$ cat src/rtl/mem_access.sv
// MEM stage data-memory access unit.
// Issues one bus transfer per load/store and formats load data.
module mem_access (
  input  logic        clk,
  input  logic        rst_n,
  input  logic [7:0]  aluop_i,
  input  logic [31:0] mem_addr_i,
  input  logic [31:0] reg2_i,
  input  logic [4:0]  wd_i,
  input  logic        wreg_i,
  input  logic [31:0] wdata_i,
  input  logic        whilo_i,
  input  logic [31:0] hi_i,
  input  logic [31:0] lo_i,
  output logic [4:0]  wd_o,
  output logic        wreg_o,
  output logic [31:0] wdata_o,
  output logic        whilo_o,
  output logic [31:0] hi_o,
  output logic [31:0] lo_o,
  output logic        stallreq_o,
  output logic        misalign_o,
  output logic        mem_req_o,
  output logic        mem_we_o,
  output logic [31:0] mem_addr_o,
  output logic [3:0]  mem_sel_o,
  output logic [31:0] mem_wdata_o,
  input  logic [31:0] mem_rdata_i,
  input  logic        mem_ack_i
);

  localparam logic [7:0] EXE_LB_OP  = 8'b1110_0000;
  localparam logic [7:0] EXE_LH_OP  = 8'b1110_0001;
  localparam logic [7:0] EXE_LW_OP  = 8'b1110_0011;
  localparam logic [7:0] EXE_LBU_OP = 8'b1110_0100;
  localparam logic [7:0] EXE_LHU_OP = 8'b1110_0101;
  localparam logic [7:0] EXE_SB_OP  = 8'b1110_1000;
  localparam logic [7:0] EXE_SH_OP  = 8'b1110_1001;
  localparam logic [7:0] EXE_SW_OP  = 8'b1110_1011;

  typedef enum logic [1:0] {
    IDLE = 2'd0,
    BUSY = 2'd1,
    DONE = 2'd2
  } state_e;

  state_e      state_q, state_d;
  logic        req_q, req_d;
  logic        we_q, we_d;
  logic [31:0] addr_q, addr_d;
  logic [3:0]  sel_q, sel_d;
  logic [31:0] wdat_q, wdat_d;
  logic [31:0] rdata_q, rdata_d;
  logic [7:0]  op_q, op_d;
  logic [1:0]  off_q, off_d;

  logic        is_lb, is_lbu, is_lh, is_lhu, is_lw;
  logic        is_sb, is_sh, is_sw;
  logic        is_load, is_store, is_acc;
  logic        is_byte, is_half, is_word;
  logic        mis;
  logic [3:0]  sel_n;
  logic [31:0] st_data;
  logic        ld_done;
  logic [31:0] ld_data;

  always_comb begin
    is_lb    = (aluop_i == EXE_LB_OP);
    is_lbu   = (aluop_i == EXE_LBU_OP);
    is_lh    = (aluop_i == EXE_LH_OP);
    is_lhu   = (aluop_i == EXE_LHU_OP);
    is_lw    = (aluop_i == EXE_LW_OP);
    is_sb    = (aluop_i == EXE_SB_OP);
    is_sh    = (aluop_i == EXE_SH_OP);
    is_sw    = (aluop_i == EXE_SW_OP);
    is_load  = is_lb | is_lbu | is_lh | is_lhu | is_lw;
    is_store = is_sb | is_sh | is_sw;
    is_acc   = is_load | is_store;
    is_byte  = is_lb | is_lbu | is_sb;
    is_half  = is_lh | is_lhu | is_sh;
    is_word  = is_lw | is_sw;
    mis      = (is_word & (mem_addr_i[1:0] != 2'b00))
             | (is_half & mem_addr_i[0]);
  end

  // Big-endian lane select and replicated store data.
  always_comb begin
    sel_n   = 4'b0000;
    st_data = 32'h0;
    unique case (1'b1)
      is_byte: begin
        sel_n   = 4'b1000 >> mem_addr_i[1:0];
        st_data = {4{reg2_i[7:0]}};
      end
      is_half: begin
        sel_n   = mem_addr_i[1] ? 4'b0011 : 4'b1100;
        st_data = {2{reg2_i[15:0]}};
      end
      is_word: begin
        sel_n   = 4'b1111;
        st_data = reg2_i;
      end
      default: begin
        sel_n   = 4'b0000;
        st_data = 32'h0;
      end
    endcase
  end

  // Format captured load data using the op/offset latched at issue.
  always_comb begin
    logic [7:0]  b;
    logic [15:0] h;
    ld_done = 1'b0;
    ld_data = 32'h0;
    unique case (off_q)
      2'b00:   b = rdata_q[31:24];
      2'b01:   b = rdata_q[23:16];
      2'b10:   b = rdata_q[15:8];
      default: b = rdata_q[7:0];
    endcase
    h = off_q[1] ? rdata_q[15:0] : rdata_q[31:16];
    unique case (op_q)
      EXE_LB_OP: begin
        ld_done = 1'b1;
        ld_data = {{24{b[7]}}, b};
      end
      EXE_LBU_OP: begin
        ld_done = 1'b1;
        ld_data = {24'h0, b};
      end
      EXE_LH_OP: begin
        ld_done = 1'b1;
        ld_data = {{16{h[15]}}, h};
      end
      EXE_LHU_OP: begin
        ld_done = 1'b1;
        ld_data = {16'h0, h};
      end
      EXE_LW_OP: begin
        ld_done = 1'b1;
        ld_data = rdata_q;
      end
      default: begin
        ld_done = 1'b0;
        ld_data = 32'h0;
      end
    endcase
  end

  always_comb begin
    state_d = state_q;
    req_d   = req_q;
    we_d    = we_q;
    addr_d  = addr_q;
    sel_d   = sel_q;
    wdat_d  = wdat_q;
    rdata_d = rdata_q;
    op_d    = op_q;
    off_d   = off_q;
    unique case (state_q)
      IDLE: begin
        if (is_acc && !mis) begin
          state_d = BUSY;
          req_d   = 1'b1;
          we_d    = is_store;
          addr_d  = {mem_addr_i[31:2], 2'b00};
          sel_d   = sel_n;
          wdat_d  = is_store ? st_data : 32'h0;
          op_d    = aluop_i;
          off_d   = mem_addr_i[1:0];
        end
      end
      BUSY: begin
        if (mem_ack_i) begin
          state_d = DONE;
          req_d   = 1'b0;
          we_d    = 1'b0;
          addr_d  = 32'h0;
          sel_d   = 4'b0000;
          wdat_d  = 32'h0;
          rdata_d = mem_rdata_i;
        end
      end
      DONE: begin
        state_d = IDLE;
      end
      default: begin
        state_d = IDLE;
      end
    endcase
  end

  always_ff @(posedge clk) begin
    if (!rst_n) begin
      state_q <= IDLE;
      req_q   <= 1'b0;
      we_q    <= 1'b0;
      addr_q  <= 32'h0;
      sel_q   <= 4'b0000;
      wdat_q  <= 32'h0;
      rdata_q <= 32'h0;
      op_q    <= 8'h0;
      off_q   <= 2'b00;
    end else begin
      state_q <= state_d;
      req_q   <= req_d;
      we_q    <= we_d;
      addr_q  <= addr_d;
      sel_q   <= sel_d;
      wdat_q  <= wdat_d;
      rdata_q <= rdata_d;
      op_q    <= op_d;
      off_q   <= off_d;
    end
  end

  always_comb begin
    wd_o       = 5'd0;
    wreg_o     = 1'b0;
    wdata_o    = 32'h0;
    whilo_o    = 1'b0;
    hi_o       = 32'h0;
    lo_o       = 32'h0;
    stallreq_o = 1'b0;
    misalign_o = 1'b0;
    if (rst_n) begin
      wd_o       = wd_i;
      wreg_o     = wreg_i;
      wdata_o    = wdata_i;
      whilo_o    = whilo_i;
      hi_o       = hi_i;
      lo_o       = lo_i;
      misalign_o = is_acc & mis;
      unique case (state_q)
        IDLE: begin
          if (is_acc) begin
            wreg_o     = 1'b0;
            stallreq_o = !mis;
          end
        end
        BUSY: begin
          wreg_o     = 1'b0;
          stallreq_o = 1'b1;
        end
        DONE: begin
          if (ld_done) begin
            wdata_o = ld_data;
          end else begin
            wreg_o  = 1'b0;
          end
        end
        default: begin
          wreg_o = 1'b0;
        end
      endcase
    end
  end

  assign mem_req_o   = req_q;
  assign mem_we_o    = we_q;
  assign mem_addr_o  = addr_q;
  assign mem_sel_o   = sel_q;
  assign mem_wdata_o = wdat_q;

endmodule

$ cat config.mk
export PLATFORM = sky130hd
export DESIGN_NAME = mem_access
export DESIGN_NICKNAME = d
export VERILOG_FILES = /design/src/rtl/mem_access.sv
export SDC_FILE = /design/constraint.sdc
export NUM_CORES = 1
export LEC_CHECK = 0
export ABC_AREA = 0
export BUFFER_PORTS_ARGS = -buffer_cell sky130_fd_sc_hd__buf_2
export CAP_MARGIN = 10
export CORE_AREA = 2 2 149 151
export DETAILED_ROUTE_END_ITERATION = 8
export DIE_AREA = 0 0 151 153
export SYNTH_ARGS = -nofsm -noshare
export SYNTH_HDL_FRONTEND = slang
export SYNTH_SLANG_ARGS = --single-unit
$ cat constraint.sdc
create_clock -name clk -period 2.9 [get_ports clk]
set_clock_uncertainty 0.15 [all_clocks]
set_input_delay 0.58 -clock clk [delete_from_list [all_inputs] [get_ports clk]]
set_output_delay 0.58 -clock clk [all_outputs]
set_load 0.005 [all_outputs]
==> flow_metrics.tcl, run 1 <==
set metrics [dict create \
    status "complete, no violations" \
    finalHoldViolCount 0 \
    max_cap_violations 0 \
    routed_via_density 4.80 \
    yosys_warnings 0 \
    crit_chain "and3b_1 > nand4b_1 > buf_4 > a21oi_4 > buf_4 > a21oi_1 > nor3_1 > buf_2" \
    synthFlopType "dfxtp_1" \
    drt.antenna.violating_nets 0 \
    period_share 0.957 \
    core_area_sq_um 21500 \
    portBuffers 382 \
    clockBufferDepth 2 \
    max_stage_delay_ns 0.31 \
    post_route_cells_drive_above_1_share 0.407 \
    synthCells 772 \
    setup_viol 0 \
    initial_core_util 0.279 \
    wire_per_inst_um 15.9 \
    power_mw 3.47 \
    reg2reg_depth 6 \
    ctsHoldBuffers 0 \
    grt_pass1_wl_um 34000 \
    clkSlewWorstSetupHoldPaths_ns 0.08 \
    num_vias 6807 \
    clock_tree.root_cell "clkbuf_16" \
    endpoint_kind "primary output" \
    r2r_slack_ns 1.04 \
    rows 54 \
    die_area_sq_um 23100 \
    cts_buffers 9 \
    final_common_cell "buf_2" \
    io_pins 385 \
    final-max-slew-violation-count 0 \
    cp-startpoint "op_q[3]$_SDFFE_PN0P_" \
    fillCellCount 2207 \
    antenna_found_initial 6 \
    nets 1340 \
    crit_type "reg -> out" \
    track_usage 0.188 \
    first_iter_violations 292 \
    tightestPinTransition_ns 0.538 \
    crit_fanout 15 \
    drc_errors 0 \
    cp.arrival_ns 2.05 \
    die_w_um 151 \
    layout_common_cells "buf_2, nand2_1, dfxtp_1" \
    routed_wirelength_um 22600 \
    holdCritPathClass "in -> reg" \
    grt_remaining_overflow 0 \
    synth_top_area_frac 0.374 \
    ys_types 54 \
    place_congestion 0.916 \
    crit_path_start_kind "register" \
    synth-seq-area-share 0.374 \
    p_leak_nw 4.02 \
    max_freq_mhz 360 \
    die_y_um 153 \
    critical_path_required_ns 2.17 \
    async_flop_share 0 \
    p_per_area_nw_per_um2 399 \
    crit_end "wreg_o" \
    synthesis.area_sq_um 5990 \
    reg2reg_from "state_q[0]$_SDFFE_PN0P_" \
    first_pass_iters 6 \
    cts_tree "yes" \
    relSlewSlack 0.641 \
    synth-edff-count 0 \
    syn_avg_cell_area_sq_um 7.76 \
    slowest_stage "dfxtp_1" \
    cts_sinks 112 \
    cpMostUsedCell "buf_4" \
    grt_max_degree 74 \
    setup_tns_ns 0 \
    h-tree-depth 3 \
    synth-seq-cells 112 \
    final.min_clock_period_ns 2.78 \
    insertion_delay_ns 0.36 \
    dpl.hpwl_um 17300 \
    yosysTopAreaCell "dfxtp_1" \
    grt_pass1_vias 6229 \
    synth_area_leaders "dfxtp_1, nand2_1, o21ai_0" \
    r2r_end "mem_sel_o[1]$_SDFFE_PN0P_" \
    irDropWorstVdd_uv 218 \
    area_growth_pct 45.2 \
]
## state kept, by name (all words and copies together) (netlist names)
register     cells
state_q          2
off_q            2
mem_we_o         1
op_q             8
mem_wdata_o     32
mem_sel_o        4
mem_addr_o      30
mem_req_o        1
rdata_q         32
## cell families after synthesis
group / Yosys count / share of synthesized area
flip-flops: 112 / 0.374
AO/OA/AOI/OAI: 246 / 0.275
other: 1 / 0.000626
buffers and inverters: 87 / 0.0645
multiplexers: 17 / 0.0309
AND/OR/NAND/NOR: 309 / 0.255
## per-layer routing
| layer | vias to the layer above | global-route usage | routed length (um) |
|---|---|---|---|
| li1 | 3430 | - | - |
| met1 | 3059 | 0.239 | 9600 |
| met2 | 272 | 0.309 | 10900 |
| met3 | 42 | 0.0373 | 1400 |
| met4 | 4 | 0.0757 | 648 |
| met5 | - | 0 | 26 |
## worst min path at each step
stage,slack [ns],cells past startpoint,to,start
after global placement,0.29,1,op_q[7]$_SDFFE_PN0P_,op_q[7]$_SDFFE_PN0P_
after floorplan,0.28,1,op_q[6]$_SDFFE_PN0P_,op_q[6]$_SDFFE_PN0P_
after CTS,0.29,3,rdata_q[21]$_SDFFE_PN0P_,mem_rdata_i[21]
final,0.30,3,rdata_q[28]$_SDFFE_PN0P_,mem_rdata_i[28]
after detailed placement,0.30,1,mem_wdata_o[19]$_SDFFE_PN0P_,mem_wdata_o[19]$_SDFFE_PN0P_
after global routing,0.29,3,mem_addr_o[27]$_SDFFE_PN0P_,mem_addr_i[27]
## layout make-up
| class | count | area (sq um) | area share |
|---|---|---|---|
| Multi-Input combinational cell | 574 | 3430 | 0.394 |
| Sequential cell | 112 | 2250 | 0.258 |
| Tap cell | 280 | 350 | 0.0402 |
| Inverter | 15 | 56.3 | 0.00647 |
| Clock inverter | 6 | 98.8 | 0.0114 |
| Clock buffer | 10 | 239 | 0.0275 |
| Antenna cell | 4 | 10.0 | 0.00115 |
| Timing Repair Buffer | 418 | 2280 | 0.262 |
## cells in the mapped netlist (2+ instances only)
master     number
nand2_1       151
dfxtp_1       112
o21ai_0        91
and2_1         71
clkbuf_1       55
a21oi_1        38
a21boi_0       34
nand4_1        30
nand3_1        23
a22o_1         20
a22oi_1        16
inv_1          14
mux2i_1        14
o2bb2ai_2      10
nor2_1          9
o2bb2ai_1       7
a31oi_1         6
buf_2           6
buf_4           6
nor3_1          6
and3_1          5
o22ai_1         5
buf_6           4
o21a_1          4
nor2b_1         3
a21o_1          2
and4b_1         2
mux2_2          2
## repair_timing
action	CTS	global route
setup buffers	1	9
setup endpoints to repair	17	30
gates cloned	0	1
resized for setup	3	10
pin swaps	0	2
## critical path, delay by kind of cell, from the launching register on
kind	cells	cell delay [ns]
buffers and inverters	3	0.55
flip-flops	1	0.31
AND/OR/NAND/NOR	3	0.57
AO/OA/AOI/OAI	2	0.25
## per-stage QoR
step                instances  hold slack [ns]  setup slack (ns)  cell area, sq um  utilization
detailed placement       1388            0.298             0.209              8220        0.383
global route             1417            0.294           -0.0258              8700        0.405
CTS                      1405            0.293            0.0183              8580        0.399
global placement         1388            0.290             0.243              8220        0.383
floorplan                 773            0.283             0.415              6000            -
finish                   1419            0.304             0.124              8710        0.405
## power breakdown
part | internal (mW) | switching, mW | total [mW]
Clock | 0.798 | 0.626 | 1.42
Combinational | 0.249 | 0.244 | 0.492
Sequential | 1.55 | 0.00776 | 1.55
Total | 2.59 | 0.878 | 3.47
Power figures use the tool's default switching activity.
==> inputs of run 2 (changes only) <==
--- a/config.mk
+++ b/config.mk
@@ -9,7 +9,7 @@
 export BUFFER_PORTS_ARGS = -buffer_cell sky130_fd_sc_hd__buf_2
 export CAP_MARGIN = 10
-export CORE_AREA = 2 2 149 151
+export CORE_AREA = 2 2 148 150
 export DETAILED_ROUTE_END_ITERATION = 8
-export DIE_AREA = 0 0 151 153
+export DIE_AREA = 0 0 150 152
 export SYNTH_ARGS = -nofsm -noshare
 export SYNTH_HDL_FRONTEND = slang
==> constraint.sdc (replaced) <==
create_clock -name clk -period 3.2 [get_ports clk]
set_clock_uncertainty 0.15 [all_clocks]
set_input_delay 0.64 -clock clk [delete_from_list [all_inputs] [get_ports clk]]
set_output_delay 0.64 -clock clk [all_outputs]
set_load 0.02 [all_outputs]
==> flow_metrics.tcl, run 2 (synthesis results as in run 1) <==
set metrics [dict create \
    status "complete, no violations" \
    finalHoldViolCount 0 \
    irDropWorstVdd_uv 216 \
    pre_cts_ws_ns 0.410 \
    clock_tree.root_cell "clkbuf_16" \
    nets 1328 \
    setup_viol 0 \
    hp-start "mem_wdata_o[19]$_SDFFE_PN0P_" \
    ctsHoldBuffers 0 \
    drc_errors 0 \
    first_pass_iters 4 \
    io_pins 385 \
    endpoint_kind "primary output" \
    wl_met1_um 9610 \
    tightestPinTransition_ns 0.726 \
    num_vias 6734 \
    crit_fanout 6 \
    core_area_sq_um 21400 \
    final.min_clock_period_ns 3.00 \
    h-tree-depth 3 \
    insertion_delay_ns 0.35 \
    grt_pass1_wl_um 34600 \
    r2r_slack_ns 1.23 \
    final_common_cell "buf_2" \
    die_y_um 152 \
    die_area_sq_um 22800 \
    die_w_um 150 \
    dr_wl_met2_um 10600 \
    max_cap_violations 0 \
    cts_sinks 112 \
    max_stage_delay_ns 0.61 \
    critical_path_required_ns 2.41 \
    clockBufferDepth 2 \
    top_layer "met5" \
    track_usage 0.190 \
    cts_buffers 9 \
    hold_end "mem_wdata_o[19]$_SDFFE_PN0P_" \
    p_per_area_nw_per_um2 380 \
    reg2reg_depth 6 \
    rsz0062_at_grt "false" \
    antenna_found_initial 8 \
    reg2reg_from "state_q[0]$_SDFFE_PN0P_" \
    initial_core_util 0.281 \
    fillCellCount 2259 \
    grt_max_degree 74 \
    multi_input_area_sq_um 3390 \
    rows 54 \
    final-max-slew-violation-count 0 \
    portBuffers 382 \
    finalWorstSetupSlack_ns 0.204 \
    relSlewSlack 0.513 \
    place_congestion 0.881 \
    crit_type "reg -> out" \
    layout_common_cells "buf_2, nand2_1, dfxtp_1" \
    wire_per_inst_um 15.9 \
    setup_tns_ns 0 \
    crit_path_start_kind "register" \
    r2r_end "mem_wdata_o[15]$_SDFFE_PN0P_" \
    p_leak_nw 3.92 \
    cts_tree "yes" \
    clkSlewWorstSetupHoldPaths_ns 0.08 \
    grt_remaining_overflow 0 \
    holdPathStages 1 \
    max_freq_mhz 334 \
    instances_no_fill 1408 \
    seq_area_sq_um 2240 \
    period_share 0.936 \
    first_iter_violations 393 \
    crit_chain "nor2b_1 > nand2_1 > nor3_1 > a21oi_1 > a31oi_1 > buf_2" \
    area_growth_pct 41.8 \
    dpl.hpwl_um 17000 \
    dr_wl_met3_um 1570 \
    routed_via_density 4.78 \
    post_route_cells_drive_above_1_share 0.398 \
    slowest_stage "nor3_1" \
    dpl.cell_count 1387 \
    drt.antenna.violating_nets 0 \
    grt_pass1_vias 6277 \
    cp.arrival_ns 2.21 \
    routed_wirelength_um 22300 \
    holdCritPathClass "reg -> reg" \
]
[run 2: how the worst max path moves through the flow]
| stage | from | to | slack [ns] | depth (start not counted) |
|---|---|---|---|---|
| after global routing | op_q[6]$_SDFFE_PN0P_ | wdata_o[11] | 0.02 | 7 |
| final | op_q[6]$_SDFFE_PN0P_ | wdata_o[5] | 0.20 | 6 |
| after global placement | aluop_i[2] | stallreq_o | 0.45 | 7 |
| after floorplan | rst_n | wdata_o[14] | 0.57 | 5 |
| after CTS | off_q[1]$_SDFFE_PN0P_ | wdata_o[29] | 0.03 | 6 |
| after detailed placement | aluop_i[2] | stallreq_o | 0.41 | 7 |
[run 2: report_power, final]
group          switching, mW  total (mW)  internal (mW)
logic                  0.306       0.526          0.220
clock network          0.587        1.29          0.706
registers            0.00742        1.41           1.40
total                  0.901        3.23           2.33
[run 2: final cells by class]
type,count,share of cell area
clock buffers,9,0.0265
clock inverters,7,0.0125
inverters,15,0.00663
diodes,5,0.00147
repair buffers,406,0.248
multi-input cells,574,0.399
flip-flops and latches,112,0.264
well taps,280,0.0412
[run 2: per-stage QoR]
stage / hold slack [ns] / area [sq um] / power [mW] / utilization
CTS: 0.316 / 8480 / 3.27 / 0.397
finish: 0.312 / 8500 / 3.23 / 0.398
detailed placement: 0.288 / 8150 / 1.97 / 0.382
global route: 0.332 / 8490 / 3.37 / 0.398
floorplan: 0.283 / 6000 / 1.72 / -
global placement: 0.288 / 8150 / 1.97 / 0.382
[run 2: layer usage]
layer | GRT usage | vias to the layer above
met5 | 0 | -
met4 | 0.0692 | 6
met3 | 0.0414 | 41
met2 | 0.313 | 260
met1 | 0.244 | 3021
li1 | - | 3406
[run 2: repair_timing]
action                     in CTS  in global routing
gates resized for setup         0                  1
buffers inserted                0                  0
setup endpoints to repair       0                 16
[run 2: worst max-delay path: cells and delay by family, from the launching register on]
family,cells,cell delay [ns]
DFF,1,0.33
and+or+nand+nor,3,0.95
buffers and inverters,1,0.18
AOI/OAI and AO/OA,2,0.40
